--- src/rtl/dsp_sched_pkg.sv ---
// Shared constants and state encoding for the DSP48A1 dot-product sequencer.
package dsp_sched_pkg;

    localparam int unsigned OPM_W = 8;

    // X/Z multiplexer selections as seen by the DSP48A1 post-adder
    localparam logic [OPM_W-1:0] OPM_CLR  = 8'h01;
    localparam logic [OPM_W-1:0] OPM_ACC  = 8'h09;
    localparam logic [OPM_W-1:0] OPM_HOLD = 8'h08;
    localparam logic [OPM_W-1:0] OPM_IDLE = 8'h00;

    typedef enum logic [2:0] {
        INIT,
        IDLE,
        STREAM,
        DRAIN,
        OUT
    } state_t;

    function automatic logic accepts_beats(input state_t s);
        return (s == IDLE) || (s == STREAM);
    endfunction

endpackage

--- src/rtl/dsp48a1_dot_sched_if.sv ---
// Operand stream, DSP48A1 control/feedback and result stream of the sequencer.
interface dsp48a1_dot_sched_if #(
    parameter int unsigned WIDTH_2 = 18,
    parameter int unsigned WIDTH_4 = 48,
    parameter int unsigned CNT_W   = 16
);
    logic               s_valid;
    logic               s_ready;
    logic               s_last;
    logic [WIDTH_2-1:0] s_a;
    logic [WIDTH_2-1:0] s_b;

    logic [WIDTH_2-1:0] dsp_a;
    logic [WIDTH_2-1:0] dsp_b;
    logic [7:0]         dsp_opmode;
    logic               dsp_rst;
    logic [WIDTH_4-1:0] dsp_p;
    logic               dsp_carryout;

    logic               m_valid;
    logic               m_ready;
    logic [WIDTH_4-1:0] m_data;
    logic               m_carry;
    logic [CNT_W-1:0]   m_count;

    // Sequencer side
    modport master (
        input  s_valid, s_last, s_a, s_b, dsp_p, dsp_carryout, m_ready,
        output s_ready, dsp_a, dsp_b, dsp_opmode, dsp_rst,
               m_valid, m_data, m_carry, m_count
    );

    // Operand source, DSP slice and result consumer side
    modport slave (
        output s_valid, s_last, s_a, s_b, dsp_p, dsp_carryout, m_ready,
        input  s_ready, dsp_a, dsp_b, dsp_opmode, dsp_rst,
               m_valid, m_data, m_carry, m_count
    );

endinterface

--- src/rtl/dsp_sched_pipe_tracker.sv ---
// Follows issued beats through the DSP pipeline and delays OPMODE so the
// slice's OPMODEREG output lines up with the M register.
module dsp_sched_pipe_tracker
    import dsp_sched_pkg::*;
#(
    parameter int unsigned LAT     = 3,
    parameter int unsigned OPM_DLY = 1
) (
    input  logic             CLK,
    input  logic             RST_N,
    input  logic             issue_valid,
    input  logic             issue_last,
    input  logic [OPM_W-1:0] opm_in,
    output logic             tail_valid,
    output logic             tail_last,
    output logic [OPM_W-1:0] opm_out
);

    logic [LAT-1:0] vld_sr;
    logic [LAT-1:0] last_sr;

    // Concatenate-and-truncate keeps the shift legal for LAT == 1
    always_ff @(posedge CLK or negedge RST_N) begin
        if (!RST_N) begin
            vld_sr  <= '0;
            last_sr <= '0;
        end else begin
            vld_sr  <= LAT'({vld_sr, issue_valid});
            last_sr <= LAT'({last_sr, issue_last});
        end
    end

    assign tail_valid = vld_sr[LAT-1];
    assign tail_last  = last_sr[LAT-1];

    generate
        if (OPM_DLY == 0) begin : g_opm_direct
            assign opm_out = opm_in;
        end else begin : g_opm_delay
            logic [OPM_DLY-1:0][OPM_W-1:0] opm_sr;

            always_ff @(posedge CLK or negedge RST_N) begin
                if (!RST_N) begin
                    opm_sr <= '0;
                end else begin
                    opm_sr <= (OPM_DLY*OPM_W)'({opm_sr, opm_in});
                end
            end

            assign opm_out = opm_sr[OPM_DLY-1];
        end
    endgenerate

endmodule

--- src/rtl/dsp48a1_dot_sched.sv ---
// Dot-product sequencer for a DSP48A1 slice (A1/B1/M/P/OPMODE registered).
// Optional beat counter on m_count: define DSP_SCHED_BEAT_COUNT_EN.
module dsp48a1_dot_sched
    import dsp_sched_pkg::*;
#(
    parameter int unsigned WIDTH_2 = 18,
    parameter int unsigned WIDTH_4 = 48,
    parameter int unsigned LAT     = 3,
    parameter int unsigned OPM_DLY = 1,
    parameter int unsigned CNT_W   = 16
) (
    input logic                  CLK,
    input logic                  RST_N,
    dsp48a1_dot_sched_if.master  bus
);

    state_t             state, state_n;
    logic               s_ready_q, s_ready_n;
    logic               dsp_rst_q, dsp_rst_n;
    logic [WIDTH_2-1:0] a_q, a_n;
    logic [WIDTH_2-1:0] b_q, b_n;
    logic [OPM_W-1:0]   opm_q, opm_n;
    logic               issue_valid_q, issue_valid_n;
    logic               issue_last_q, issue_last_n;
    logic               m_valid_q, m_valid_n;
    logic [WIDTH_4-1:0] m_data_q, m_data_n;
    logic               m_carry_q, m_carry_n;

    logic               tail_valid;
    logic               tail_last;
    logic [OPM_W-1:0]   opm_dly;
    logic               accept;

    assign accept = bus.s_valid & s_ready_q;

    always_ff @(posedge CLK or negedge RST_N) begin
        if (!RST_N) begin
            state         <= INIT;
            s_ready_q     <= 1'b0;
            dsp_rst_q     <= 1'b1;
            a_q           <= '0;
            b_q           <= '0;
            opm_q         <= OPM_IDLE;
            issue_valid_q <= 1'b0;
            issue_last_q  <= 1'b0;
            m_valid_q     <= 1'b0;
            m_data_q      <= '0;
            m_carry_q     <= 1'b0;
        end else begin
            state         <= state_n;
            s_ready_q     <= s_ready_n;
            dsp_rst_q     <= dsp_rst_n;
            a_q           <= a_n;
            b_q           <= b_n;
            opm_q         <= opm_n;
            issue_valid_q <= issue_valid_n;
            issue_last_q  <= issue_last_n;
            m_valid_q     <= m_valid_n;
            m_data_q      <= m_data_n;
            m_carry_q     <= m_carry_n;
        end
    end

    // Next state, DSP issue and result capture
    always_comb begin
        state_n       = state;
        a_n           = a_q;
        b_n           = b_q;
        opm_n         = OPM_IDLE;
        issue_valid_n = 1'b0;
        issue_last_n  = 1'b0;
        m_valid_n     = m_valid_q;
        m_data_n      = m_data_q;
        m_carry_n     = m_carry_q;

        case (state)
            INIT: state_n = IDLE;
            IDLE, STREAM: begin
                if (accept) begin
                    a_n           = bus.s_a;
                    b_n           = bus.s_b;
                    opm_n         = (state == IDLE) ? OPM_CLR : OPM_ACC;
                    issue_valid_n = 1'b1;
                    issue_last_n  = bus.s_last;
                    state_n       = bus.s_last ? DRAIN : STREAM;
                end else if (state == STREAM) begin
                    // Bubble: P keeps the running sum
                    a_n   = '0;
                    b_n   = '0;
                    opm_n = OPM_HOLD;
                end
            end
            DRAIN: begin
                a_n = '0;
                b_n = '0;
                if (tail_valid && tail_last) begin
                    m_valid_n = 1'b1;
                    m_data_n  = bus.dsp_p;
                    m_carry_n = bus.dsp_carryout;
                    state_n   = OUT;
                end
            end
            OUT: begin
                if (bus.m_ready) begin
                    m_valid_n = 1'b0;
                    state_n   = IDLE;
                end
            end
            default: state_n = INIT;
        endcase

        s_ready_n = accepts_beats(state_n);
        dsp_rst_n = (state_n == INIT);
    end

    dsp_sched_pipe_tracker #(
        .LAT     (LAT),
        .OPM_DLY (OPM_DLY)
    ) u_tracker (
        .CLK         (CLK),
        .RST_N       (RST_N),
        .issue_valid (issue_valid_q),
        .issue_last  (issue_last_q),
        .opm_in      (opm_q),
        .tail_valid  (tail_valid),
        .tail_last   (tail_last),
        .opm_out     (opm_dly)
    );

`ifdef DSP_SCHED_BEAT_COUNT_EN
    localparam logic [CNT_W-1:0] CNT_MAX = '1;

    logic [CNT_W-1:0] cnt_q, cnt_n;
    logic [CNT_W-1:0] m_count_q, m_count_n;

    always_ff @(posedge CLK or negedge RST_N) begin
        if (!RST_N) begin
            cnt_q     <= '0;
            m_count_q <= '0;
        end else begin
            cnt_q     <= cnt_n;
            m_count_q <= m_count_n;
        end
    end

    // Saturating beat count, sampled together with P
    always_comb begin
        cnt_n     = cnt_q;
        m_count_n = m_count_q;
        if (accept) begin
            if (state == IDLE) begin
                cnt_n = CNT_W'(1);
            end else if (cnt_q != CNT_MAX) begin
                cnt_n = cnt_q + CNT_W'(1);
            end
        end
        if ((state == DRAIN) && tail_valid && tail_last) begin
            m_count_n = cnt_q;
        end
    end

    assign bus.m_count = m_count_q;
`else
    assign bus.m_count = CNT_W'(0);
`endif

    assign bus.s_ready    = s_ready_q;
    assign bus.dsp_a      = a_q;
    assign bus.dsp_b      = b_q;
    assign bus.dsp_opmode = opm_dly;
    assign bus.dsp_rst    = dsp_rst_q;
    assign bus.m_valid    = m_valid_q;
    assign bus.m_data     = m_data_q;
    assign bus.m_carry    = m_carry_q;

endmodule

--- src/flat_wrapper.sv ---
// flat-port wrapper written by rule: the top's interface ports become plain ports
module dsp48a1_dot_sched_flat import dsp_sched_pkg::*;
#(
    parameter int unsigned WIDTH_2 = 18,
    parameter int unsigned WIDTH_4 = 48,
    parameter int unsigned LAT     = 3,
    parameter int unsigned OPM_DLY = 1,
    parameter int unsigned CNT_W   = 16
)
  (CLK, RST_N, bus_s_valid, bus_s_last, bus_s_a, bus_s_b, bus_dsp_p, bus_dsp_carryout, bus_m_ready, bus_s_ready, bus_dsp_a, bus_dsp_b, bus_dsp_opmode, bus_dsp_rst, bus_m_valid, bus_m_data, bus_m_carry, bus_m_count);
  dsp48a1_dot_sched_if #(.WIDTH_2(WIDTH_2), .WIDTH_4(WIDTH_4), .CNT_W(CNT_W)) bus_i ();
  input logic CLK;
  input logic RST_N;
  input wire logic [$bits(bus_i.s_valid)-1:0] bus_s_valid;
  input wire logic [$bits(bus_i.s_last)-1:0] bus_s_last;
  input wire logic [$bits(bus_i.s_a)-1:0] bus_s_a;
  input wire logic [$bits(bus_i.s_b)-1:0] bus_s_b;
  input wire logic [$bits(bus_i.dsp_p)-1:0] bus_dsp_p;
  input wire logic [$bits(bus_i.dsp_carryout)-1:0] bus_dsp_carryout;
  input wire logic [$bits(bus_i.m_ready)-1:0] bus_m_ready;
  output wire logic [$bits(bus_i.s_ready)-1:0] bus_s_ready;
  output wire logic [$bits(bus_i.dsp_a)-1:0] bus_dsp_a;
  output wire logic [$bits(bus_i.dsp_b)-1:0] bus_dsp_b;
  output wire logic [$bits(bus_i.dsp_opmode)-1:0] bus_dsp_opmode;
  output wire logic [$bits(bus_i.dsp_rst)-1:0] bus_dsp_rst;
  output wire logic [$bits(bus_i.m_valid)-1:0] bus_m_valid;
  output wire logic [$bits(bus_i.m_data)-1:0] bus_m_data;
  output wire logic [$bits(bus_i.m_carry)-1:0] bus_m_carry;
  output wire logic [$bits(bus_i.m_count)-1:0] bus_m_count;
  assign bus_i.s_valid = bus_s_valid;
  assign bus_i.s_last = bus_s_last;
  assign bus_i.s_a = bus_s_a;
  assign bus_i.s_b = bus_s_b;
  assign bus_i.dsp_p = bus_dsp_p;
  assign bus_i.dsp_carryout = bus_dsp_carryout;
  assign bus_i.m_ready = bus_m_ready;
  assign bus_s_ready = bus_i.s_ready;
  assign bus_dsp_a = bus_i.dsp_a;
  assign bus_dsp_b = bus_i.dsp_b;
  assign bus_dsp_opmode = bus_i.dsp_opmode;
  assign bus_dsp_rst = bus_i.dsp_rst;
  assign bus_m_valid = bus_i.m_valid;
  assign bus_m_data = bus_i.m_data;
  assign bus_m_carry = bus_i.m_carry;
  assign bus_m_count = bus_i.m_count;
  dsp48a1_dot_sched #(.WIDTH_2(WIDTH_2), .WIDTH_4(WIDTH_4), .LAT(LAT), .OPM_DLY(OPM_DLY), .CNT_W(CNT_W)) u_core (.CLK(CLK), .RST_N(RST_N), .bus(bus_i));
endmodule
--- config.mk ---
export PLATFORM = sky130hd
export DESIGN_NAME = dsp48a1_dot_sched_flat
export DESIGN_NICKNAME = d
export VERILOG_FILES = /design/src/rtl/dsp_sched_pkg.sv /design/src/rtl/dsp48a1_dot_sched_if.sv /design/src/rtl/dsp_sched_pipe_tracker.sv /design/src/rtl/dsp48a1_dot_sched.sv /design/src/flat_wrapper.sv
export SDC_FILE = /design/constraint.sdc
export NUM_CORES = 1
export LEC_CHECK = 0
export CAP_MARGIN = 20
export CORE_ASPECT_RATIO = 0.7
export CORE_MARGIN = 3
export CORE_UTILIZATION = 47
export CTS_CLUSTER_SIZE = 25
export DETAILED_ROUTE_END_ITERATION = 10
export MAX_ROUTING_LAYER = met4
export PLACE_DENSITY = 0.92
export SLEW_MARGIN = 20
export SYNTH_ARGS = -nofsm -noshare
export SYNTH_HDL_FRONTEND = slang
export SYNTH_HIERARCHICAL = 1
export SYNTH_SLANG_ARGS = --single-unit
--- constraint.sdc ---
create_clock -name CLK -period 2.6 [get_ports CLK]
set_input_delay 0.26 -clock CLK [delete_from_list [all_inputs] [get_ports CLK]]
set_output_delay 0.26 -clock CLK [all_outputs]
set_load 0.005 [all_outputs]
# Word level (Yosys, flattened, before mapping)
# Cells that the tools add are included.
# word_totals
ff_bits,115
inputBits,90
output_inout_bits,112
wordCells,55
# op_classes
n_eq_ne,9
n_mux,21
bitwise,1
n_reduce_logical,10
# ops
operator,n
18-bit one-hot mux with 2 select lines,2
18-bit two-way mux,3
8-bit two-way mux,2
3-bit one-hot mux with 4 select lines,1
"3-bit by 2-bit == test with 1-bit output, second input constant",3
3-bit two-way mux,3
4-bit two-way mux,2
1-bit two-way mux,7
"3-bit by 1-bit == test with 1-bit output, second input constant",2
3-bit zero test,2
2-bit AND reduction,2
2-bit nonzero test,2
"3-bit == test, second input constant",1
"3-bit by 1-bit != test with 1-bit output, second input constant",1
3-bit AND reduction,1
"2-bit by 1-bit != test with 1-bit output, second input constant",1
"2-bit != test, second input constant",1
1-bit one-hot mux with 2 select lines,1
2-bit OR reduction,1
1-bit bitwise AND,1
1-bit logical AND,1
1-bit logical OR,1

# Longest topological paths before layout
# Gate-level depths: netlist (run 1).
# depth
ltp_word,5
mapped_depth,6

# Hierarchy
# Netlist (run 1), hierarchy kept.
# by_module_without_submodules
mod,n_inst,cells_each,area_per_inst_um2,seq_area_each_um2
dsp48a1_dot_sched,1,374,4505.6,2353.5
dsp_sched_pipe_tracker,1,14,350.3,350.3

# Worst setup path before layout (run 1)
# OpenSTA, ideal clock, no wires.
# synth_path
kind,reg-to-reg
start,register u_core.state[0]
end,"register u_core.m_carry_q, in the netlist u_core/bus.m_carry"
arrival_time_ns,1.284
slack_ns,1.191
stages_incl_launch_ff,6
synth_period_minus_slack_ns,1.409
cell_sequence,dfrtp_1 -> buf_6 -> nand3_4 -> nor3_4 -> buf_6 -> mux2_2
# synth_via
elab_chain_len,2
# synth_rtl
item,line_no,source
start: declaration,dsp48a1_dot_sched.sv:17,"state_t state, state_n;"
start signal: assignment,dsp48a1_dot_sched.sv:50,state <= state_n;
3-bit by 2-bit == test with 1-bit output,dsp48a1_dot_sched.sv:76,case (state)
2-bit AND reduction (no source line),n/a,
end signal: assignment,dsp48a1_dot_sched.sv:60,m_carry_q <= m_carry_n;
end: declaration,dsp48a1_dot_sched.sv:27,"logic m_carry_q, m_carry_n;"
# Every way passes these cells.
# A chain may end at the register's enable or synchronous reset.

# Worst setup path after layout (run 1)
# layout_path
start,register u_core.state[2]
end,"register u_core.a_q[10], in the netlist u_core/bus.dsp_a[10]"
# layout_via
elab_chain_len,4
word_cells_on_any_way,8
cone_classes,4 x eq/ne; 1 x mux; 3 x reduce/logical
# layout_rtl
item,line_no,source
3-bit by 2-bit == test with 1-bit output or 3-bit by 1-bit == test with 1-bit output (tied branches),"dsp48a1_dot_sched.sv:76, dsp48a1_dot_sched.sv:86",
2-bit OR reduction,dsp48a1_dot_sched.sv:76,
3-bit by 1-bit != test with 1-bit output (no source line) or 2-bit nonzero test (tied branches),n/a,
2-bit AND reduction (no source line),n/a,
end signal: assignment,dsp48a1_dot_sched.sv:53,a_q <= a_n;
end: declaration,dsp48a1_dot_sched.sv:20,"logic [WIDTH_2-1:0] a_q, a_n;"
# Parallel ways exist; a longest one is shown, timed or not.

==> results of run 1 <==
[power groups by stage]
stage	registers, mW	clock network, mW	logic [mW]
global route	2.74	1.41	2.97
detailed placement	2.69	0	2.77
finish	2.66	1.31	2.78
global placement	2.64	0	2.66
CTS	2.66	1.34	2.78
floorplan	2.63	0	1.32
[flip-flops by register name, summed over array words and instances (netlist names), 2 cells and up]
signal / flops
u_core/bus.dsp_a: 18
u_core/bus.dsp_b: 18
u_core/bus.m_data: 48
u_core/opm_q: 2
u_core/state: 3
u_core/u_tracker/last_sr: 3
u_core/u_tracker/opm_out: 8
u_core/u_tracker/vld_sr: 3
[worst max-delay path, cell delays in order (launching register included)]
cell     delay (ps)
dfrtp_1         680
nor3b_4         620
buf_4           320
a32oi_1         120
o21ai_0         140
[cell usage after synthesis, drive strengths merged, types with 2 or more instances]
cell | instances | share of area
nand4b | 2 | 0.0036
mux2 | 49 | 0.11
nand3 | 26 | 0.029
nor3 | 3 | 0.0054
o211ai | 11 | 0.017
a2bb2oi | 23 | 0.041
dfrtp | 107 | 0.55
clkbuf | 5 | 0.0039
a32oi | 36 | 0.065
nand2 | 15 | 0.012
inv | 6 | 0.0046
buf | 47 | 0.069
a22oi | 11 | 0.017
and4b | 2 | 0.0041
a21oi | 3 | 0.0031
nor2 | 2 | 0.0015
o32a | 2 | 0.0041
o21ai | 24 | 0.025
[area by class of cell]
type | count | area (um^2)
fill | 665 | 2900
timing repair buffer | 196 | 1940
inverter | 6 | 22.5
clock buffer | 11 | 253
multi-input combinational | 243 | 1860
sequential | 108 | 2700
tap | 128 | 160
clock inverter | 4 | 32.5
[cell families (layout without fill, tap and decap cells)]
kind of cell    count (synthesis)  in the layout  synth area share
flops                         108            108             0.557
simple gates                   53             53            0.0621
other cells                     1             22          0.000772
fa+ha+maj                       1              1           0.00206
compound gates                117            117             0.186
xor+xnor                        1              1           0.00180
buf+inv                        58            217            0.0770
mux                            49             49             0.114
[cell usage in the layout, fill, tap and decap left out, types with 3 or more instances in the layout]
master	n
a21oi_1	3
a22oi_1	11
a2bb2oi_1	23
a32oi_1	36
buf_4	11
clkbuf_16	9
clkdlybuf4s50_1	184
conb_1	22
dfrtp_1	107
inv_1	6
mux2_1	3
mux2_2	46
nand2_1	15
nand3_1	25
o211ai_1	11
o21ai_0	20
o21ai_1	4
[per-layer routing]
metal  vias to the layer above  global-route usage  part of all wire
li1                       1790                   -                 -
met1                      1998               0.294              0.41
met2                       214               0.377              0.50
met3                        11              0.0641             0.086
met4                         0              0.0348            0.0062
met5                         -                   -                 0
[stage by stage]
stage | cells | hold WS, ps | cell area (um^2) | setup WS, ps
floorplan | 409 | -35.6 | 4930 | 1190
global placement | 681 | 334 | 6690 | 736
detailed placement | 681 | 337 | 6690 | 678
CTS | 696 | 15.2 | 6970 | 674
global route | 696 | 1.45 | 6970 | 522
finish | 696 | -69.3 | 6970 | 639
[path summary, 6_finish.rpt]
kind,slack (ps),start,to,cells after the start
max,640,u_core/state[2],u_core/bus.dsp_a[10],4
min,-70,RST_N,u_core/bus.dsp_b[4],2
max reg2reg,640,u_core/state[2],u_core/bus.dsp_a[10],4
min reg2reg,350,u_core/u_tracker/vld_sr[0],u_core/u_tracker/vld_sr[1],0
max in group asynchronous,2150,RST_N,u_core/u_tracker/opm_out[5],2
min in group CLK,350,u_core/u_tracker/vld_sr[0],u_core/u_tracker/vld_sr[1],0
==> results_dict.tcl, run 1 <==
set metrics [dict create \
    rsz0062_at_grt "no" \
    cts_sinks 108 \
    row_count 30 \
    insertion_delay_ps 340 \
    io_buffers 185 \
    cp_max_fo 23 \
    drt_iter0_drc 396 \
    maxCapViolations 0 \
    syn_avg_cell_area_um2 12.5 \
    violations "negative hold slack" \
    async_flop_share 1.00 \
    yosys_warnings 6 \
    synth_seq_area_share 0.557 \
    drt-pass1-iter-count 5 \
    peakVddDrop_v 0.000608 \
    synthesis.area_um2 4860 \
    clock_power_share 0.194 \
    path_class "register to register" \
    synth_edf_count 0 \
    root_buffer "clkbuf_16" \
    holdWs_ps -69.3 \
    cp-end-kind "register" \
    grtUsageTotal 0.230 \
    sw_frac_of_total 0.320 \
    arrival_ps 2220 \
    antenna_found_initial 0 \
    period_share 0.754 \
    hpwl_mm 9.03 \
    leakage_nw 2.95 \
    cts_resized 0 \
    vias 4013 \
    drive_above_1_share 0.141 \
    io_pins 202 \
    start_util 0.492 \
    setup_tns_ps 0 \
    cts_buffers 9 \
    grt_max_degree 109 \
    grt_pass1_wl_mm 21.2 \
    cts_setup_buffers 0 \
    wl_per_cell_um 18.8 \
    cp-start-kind "register" \
    die_x_um 127 \
    die-area_um2 11600 \
    yosys_register_bits 108 \
    slew_viol_final 0 \
    hp-class "input port to async pin" \
    clk_pin_slew_ps 80 \
    pwr-share-comb 0.412 \
    hold_viol 23 \
    finClkSkew_ps 9.19 \
    relSlewSlack 0.282 \
    nets 654 \
    n_antenna_cell 0 \
    worstPathRequired_ps 2850 \
    area_delta_synth_final_pct 43.6 \
    synth_cell_type_count 39 \
    hold_buffers 0 \
    cts_buffer_depth 2 \
    setup_violations 0 \
    finalWirelength_mm 13.1 \
    switchingPower_mw 2.16 \
    die_h_um 91.0 \
    final_core_util 0.706 \
    grt_pass1_vias 4110 \
    final_antenna_net_count 0 \
    cts_tree "done" \
    core_um2 9870 \
    drc 0 \
    seqPwrFrac 0.394 \
    power_density_nw_per_um2 967 \
    max_clock_freq_ghz 0.510 \
    finalWeightedCongestion 0.850 \
    period_minus_slack_ps 1960 \
    routed_via_density 5.77 \
    worst_pin_slew_ps 1080 \
    htreeDepth 3 \
    internal_power_mw 4.59 \
    gr-total-overflow 0 \
    design_power_total_mw 6.75 \
    ys.flop_type "dfrtp_1" \
    status "complete, but fails checks" \
    postSynthCellCount 388 \
]
Power figures use the tool's default switching activity.
==> run 2, diff against run 1 <==
--- a/config.mk
+++ b/config.mk
@@ -8,11 +8,11 @@
 export CAP_MARGIN = 20
 export CORE_ASPECT_RATIO = 0.7
 export CORE_MARGIN = 3
-export CORE_UTILIZATION = 47
+export CORE_UTILIZATION = 43
 export CTS_CLUSTER_SIZE = 25
 export DETAILED_ROUTE_END_ITERATION = 10
 export MAX_ROUTING_LAYER = met4
-export PLACE_DENSITY = 0.92
+export PLACE_DENSITY = 0.85
 export SLEW_MARGIN = 20
 export SYNTH_ARGS = -nofsm -noshare
 export SYNTH_HDL_FRONTEND = slang
==> constraint.sdc (replaced) <==
create_clock -name CLK -period 1.9 [get_ports CLK]
set_input_delay 0.19 -clock CLK [delete_from_list [all_inputs] [get_ports CLK]]
set_output_delay 0.19 -clock CLK [all_outputs]
set_load 0.005 [all_outputs]
==> run 2 against run 1 <==
- critical path type unchanged
- routed wire length is 1.7% higher
- die area is 8.8% higher
- via count is 0.45% higher
- design area is 1.1% higher
- the flow now finishes without violations
- worst setup slack worse by 560 ps
- fmax is 7.6% higher
- count of clock-buffer cells in the layout is 2 lower
- largest cell class unchanged
==> results_dict.tcl, run 2 (synthesis results as in run 1) <==
set metrics [dict create \
    routed_via_density 5.59 \
    worst_pin_slew_ps 1110 \
    largest_reg_flops 48 \
    setup_violations 0 \
    max_stage_delay_ps 940 \
    drt_iter0_drc 257 \
    cts_tree "done" \
    relSlewSlack 0.262 \
    finalWeightedCongestion 0.859 \
    crit_chain "o21bai_2 -> a32oi_1 -> o21ai_1" \
    row_count 31 \
    arrival_ps 2080 \
    path_buf_inv 0 \
    cts_buffers 9 \
    rsz0062_at_grt "yes" \
    drt-pass1-iter-count 5 \
    holdWs_ps 352 \
    area_delta_synth_final_pct 45.2 \
    start_util 0.455 \
    period_share 0.960 \
    dpl.cell_count 705 \
    cts_sinks 108 \
    slew_viol_final 0 \
    layoutNonFillerInstCount 721 \
    power_density_nw_per_um2 1310 \
    period_minus_slack_ps 1820 \
    htreeDepth 3 \
    finalWirelength_mm 13.3 \
    vias 4031 \
    io_pins 202 \
    cts_buffer_depth 2 \
    peakVddDrop_v 0.000568 \
    critPathSlowestCell "o21bai_2" \
    die-area_um2 12600 \
    cts_resized 0 \
    worstPathRequired_ps 2160 \
    grt_pass1_wl_mm 21.0 \
    root_buffer "clkbuf_16" \
    crit_family "compound AO/OA/AOI/OAI gates" \
    maxCapViolations 0 \
    cp_max_fo 25 \
    grt_max_degree 109 \
    hpwl_mm 9.15 \
    cp-end-kind "register" \
    drc 0 \
    hp-class "register to register" \
    path_class "register to register" \
    grtUsageTotal 0.211 \
    grt_pass1_vias 3995 \
    final_cell_mix "clkdlybuf4s50_1 (184), dfrtp_1 (107), mux2_2 (46)" \
    die_x_um 133 \
    die_h_um 94.9 \
    fillers 789 \
    clk_pin_slew_ps 70 \
    finClkSkew_ps 6.94 \
    n_antenna_cell 0 \
    final_antenna_net_count 0 \
    layout_commonest_cell "clkdlybuf4s50_1" \
    gr-total-overflow 0 \
    antenna_found_initial 0 \
    wl_per_cell_um 18.5 \
    io_buffers 185 \
    cp-start-kind "register" \
    nets 659 \
    leakage_nw 2.97 \
    hold_viol 0 \
    status "complete, no violations" \
    drive_above_1_share 0.147 \
    core_um2 10700 \
    insertion_delay_ps 340 \
    max_clock_freq_ghz 0.548 \
]
[run 2: changes by cell type in the layout (fill, tap and decap cells not counted)]
cell	before	now
clkinvlp_4	2	3
buf_4	11	13
clkbuf_8	2	0
clkinv_4	0	1
dlygate4sd3_1	0	1
buf_12	1	3
[run 2: power breakdown]
group	internal (mW)	switching [mW]	total, mW
sequential	3.08	0.587	3.66
combinational	2.29	1.57	3.85
clock	0.894	0.848	1.74
total	6.26	3.00	9.26
[run 2: area by class of cell]
class / count / area [um^2] / share of cell area
Sequential cell: 108 / 2700 / 0.383
Timing Repair Buffer: 201 / 2010 / 0.285
Multi-Input combinational cell: 243 / 1860 / 0.263
Clock buffer: 9 / 225 / 0.0319
Tap cell: 148 / 185 / 0.0263
Clock inverter: 6 / 48.8 / 0.00692
Inverter: 6 / 22.5 / 0.00319
[run 2: what timing repair did]
| action | in CTS | in global routing |
|---|---|---|
| buffers inserted | 0 | 0 |
| hold endpoints to repair | 107 | 0 |
| endpoints found under the setup margin | 0 | 6 |
| hold buffers | 1 | 0 |
[run 2: per-layer routing]
metal	part of all wire	GRT usage	vias to the layer above
met4	0.015	0.0545	0
met2	0.48	0.329	228
met1	0.43	0.286	1985
li1	-	-	1801
met3	0.069	0.0437	17
met5	0	-	-
[run 2: worst paths after layout]
path	start	end	slack (ps)	cells after the start
worst max-delay path	u_core/state[0]	u_core/bus.dsp_b[4]	80	3
worst min-delay path	u_core/u_tracker/vld_sr[0]	u_core/u_tracker/vld_sr[1]	350	0
worst max register to register	u_core/state[0]	u_core/bus.dsp_b[4]	80	3
worst min register to register	u_core/u_tracker/vld_sr[0]	u_core/u_tracker/vld_sr[1]	350	0
max in group asynchronous	RST_N	u_core/u_tracker/opm_out[7]	970	3
min in group asynchronous	RST_N	u_core/opm_q[3]	400	3
[run 2: worst reg2reg max path: cells and delay by family (launching register included)]
| kind | cells | cell delay (ps) |
|---|---|---|
| compound gates | 3 | 1210 |
| flops | 1 | 540 |
[run 2: per-stage QoR]
stage	TNS, ps	cell area [um^2]	utilization	power, mW	worst slack (ps)
floorplan	0	4930	-	5.41	491
global placement	0	6770	0.634	7.36	204
detailed placement	0	6770	0.634	7.53	108
CTS	0	7050	0.661	9.31	101
global route	-136	7050	0.661	9.78	-39.3
finish	0	7050	0.661	9.26	76.6
==> run 3, diff against run 2 <==
--- a/config.mk
+++ b/config.mk
@@ -8,11 +8,11 @@
 export CAP_MARGIN = 20
 export CORE_ASPECT_RATIO = 0.7
 export CORE_MARGIN = 3
-export CORE_UTILIZATION = 43
+export CORE_UTILIZATION = 47
 export CTS_CLUSTER_SIZE = 25
 export DETAILED_ROUTE_END_ITERATION = 10
 export MAX_ROUTING_LAYER = met4
-export PLACE_DENSITY = 0.85
+export PLACE_DENSITY = 0.92
 export SLEW_MARGIN = 20
 export SYNTH_ARGS = -nofsm -noshare
 export SYNTH_HDL_FRONTEND = slang
==> constraint.sdc (replaced) <==
create_clock -name CLK -period 2.2 [get_ports CLK]
set_input_delay 0.22 -clock CLK [delete_from_list [all_inputs] [get_ports CLK]]
set_output_delay 0.22 -clock CLK [all_outputs]
set_load 0.005 [all_outputs]
==> run 3 against run 2 <==
- sequential power is 13% lower
- cell count shrank 2.9%
- critical path depth up 1
- clock skew grew 0.90 ps
- utilization up 5.0 points
- clock power shrank 12%
- register-to-register slack improved by 340 ps
- worst setup slack better by 340 ps
- non-clock buffer count fell by 2
- first-iteration DRC count increased by 66%
- design area shrank 0.46%
==> results_dict.tcl, run 3 (synthesis results as in run 1) <==
set metrics [dict create \
    slew_viol_final 0 \
    start_util 0.492 \
    final_antenna_net_count 0 \
    clk_pin_slew_ps 80 \
    internal_power_mw 5.41 \
    drt_iter0_drc 426 \
    worstPathRequired_ps 2450 \
    core_um2 9870 \
    hold_viol 0 \
    finalWeightedCongestion 0.851 \
    path_class "register to register" \
    rsz0062_at_grt "no" \
    routed_via_density 5.77 \
    die_h_um 91.0 \
    cts_tree "done" \
    power_density_nw_per_um2 1140 \
    setup_violations 0 \
    final_cell_mix "clkdlybuf4s50_1 (184), dfrtp_1 (107), mux2_2 (46)" \
    io_pins 202 \
    cts_buffers 9 \
    root_buffer "clkbuf_16" \
    clock_power_share 0.192 \
    cts_buffer_depth 2 \
    row_count 30 \
    layout_commonest_cell "clkdlybuf4s50_1" \
    setup_ws_ps 414 \
    n_antenna_cell 0 \
    grt_pass1_wl_mm 21.3 \
    multi_input_area_um2 1860 \
    cp_max_fo 17 \
    cp-start-kind "register" \
    grt_max_degree 53 \
    setup_tns_ps 0 \
    finalWirelength_mm 13.2 \
    worst_pin_slew_ps 952 \
    relSlewSlack 0.363 \
    status "complete, no violations" \
    cts_sinks 108 \
    fillers 705 \
    htreeDepth 3 \
    drt-pass1-iter-count 5 \
    io_buffers 185 \
    vias 4037 \
    regArea_um2 2700 \
    die_x_um 127 \
    antenna_found_initial 0 \
    seqPwrFrac 0.397 \
    maxCapViolations 0 \
    arrival_ps 2030 \
    hp-class "input port to async pin" \
    sw_frac_of_total 0.322 \
    grt_pass1_vias 4106 \
    drive_above_1_share 0.143 \
    die-area_um2 11600 \
    largest_reg_flops 48 \
    pwr-share-comb 0.411 \
    finClkSkew_ps 7.85 \
    period_minus_slack_ps 1790 \
    drc 0 \
    leakage_nw 2.97 \
    cp-end-kind "register" \
    wl_per_cell_um 18.9 \
    pre_cts_ws_ps 345 \
    grtUsageTotal 0.230 \
    switchingPower_mw 2.57 \
    nets 657 \
    area_delta_synth_final_pct 44.6 \
    period_share 0.812 \
    gr-total-overflow 0 \
    max_clock_freq_ghz 0.560 \
    peakVddDrop_v 0.000661 \
    insertion_delay_ps 340 \
    hpwl_mm 9.24 \
]
[run 3: changes by cell type in the layout (fill, tap and decap cells not counted)]
cell	change
clkinvlp_4	-3
clkinv_4	+2
buf_12	-1
buf_4	-1
clkbuf_1	+1
clkbuf_8	+1
o21bai_2	-1
o21bai_4	+1
[run 3: area by class of cell]
class	instances	share of cell area
Sequential cell	108	0.385
Timing Repair Buffer	199	0.282
Multi-Input combinational cell	243	0.266
Clock buffer	11	0.0346
Tap cell	128	0.0228
Clock inverter	5	0.00624
Inverter	6	0.00321
[run 3: timing repair]
action | CTS | global route
gates resized for setup | 0 | 0
endpoints found under the hold margin | 26 | 0
setup buffers | 0 | 0
hold buffers | 1 | 0
[run 3: power groups by stage]
stage          sequential [mW]  combinational, mW  clock [mW]
2_1_floorplan             3.11               1.56           0
3_3_place_gp              3.13               3.15           0
5_1_grt                   3.26               3.51        1.64
6_report                  3.17               3.28        1.53
3_5_place_dp              3.19               3.26           0
4_1_cts                   3.16               3.28        1.57
[run 3: stage by stage]
step            util  power [mW]  area [um^2]  hold slack [ps]  std cells
6_report       0.711        7.98         7020              342        700
2_1_floorplan      -        4.67         4930            -75.6        409
3_3_place_gp   0.680        6.28         6720              162        683
4_1_cts        0.710        8.01         7010              350        700
5_1_grt        0.711        8.42         7020              357        700
3_5_place_dp   0.680        6.44         6720              168        683
[run 3: final timing paths]
path / startpoint / end / slack (ps) / cells past startpoint
worst min register to register: u_core/opm_q[3] / u_core/u_tracker/opm_out[3] / 350 / 0
min in group CLK: u_core/opm_q[3] / u_core/u_tracker/opm_out[3] / 350 / 0
max in group asynchronous: RST_N / u_core/bus.m_data[43] / 1140 / 3
worst min-delay path: RST_N / u_core/bus.dsp_b[8] / 340 / 2
worst max register to register: u_core/state[1] / u_core/bus.dsp_a[4] / 410 / 4
worst max-delay path: u_core/state[1] / u_core/bus.dsp_a[4] / 410 / 4
[run 3: layer usage]
metal,part of all wire,vias up,wire [um],track usage
met4,0.014,0,188,0.0563
met3,0.085,18,1130,0.0470
met2,0.48,226,6360,0.354
met5,0,-,0,-
met1,0.42,1990,5540,0.315
li1,-,1803,-,-
[run 3: critical path: stages (launching register included)]
cell,delay [ps]
dfrtp_1,460
buf_4,240
nor2_1,740
a32oi_1,110
o211ai_1,150
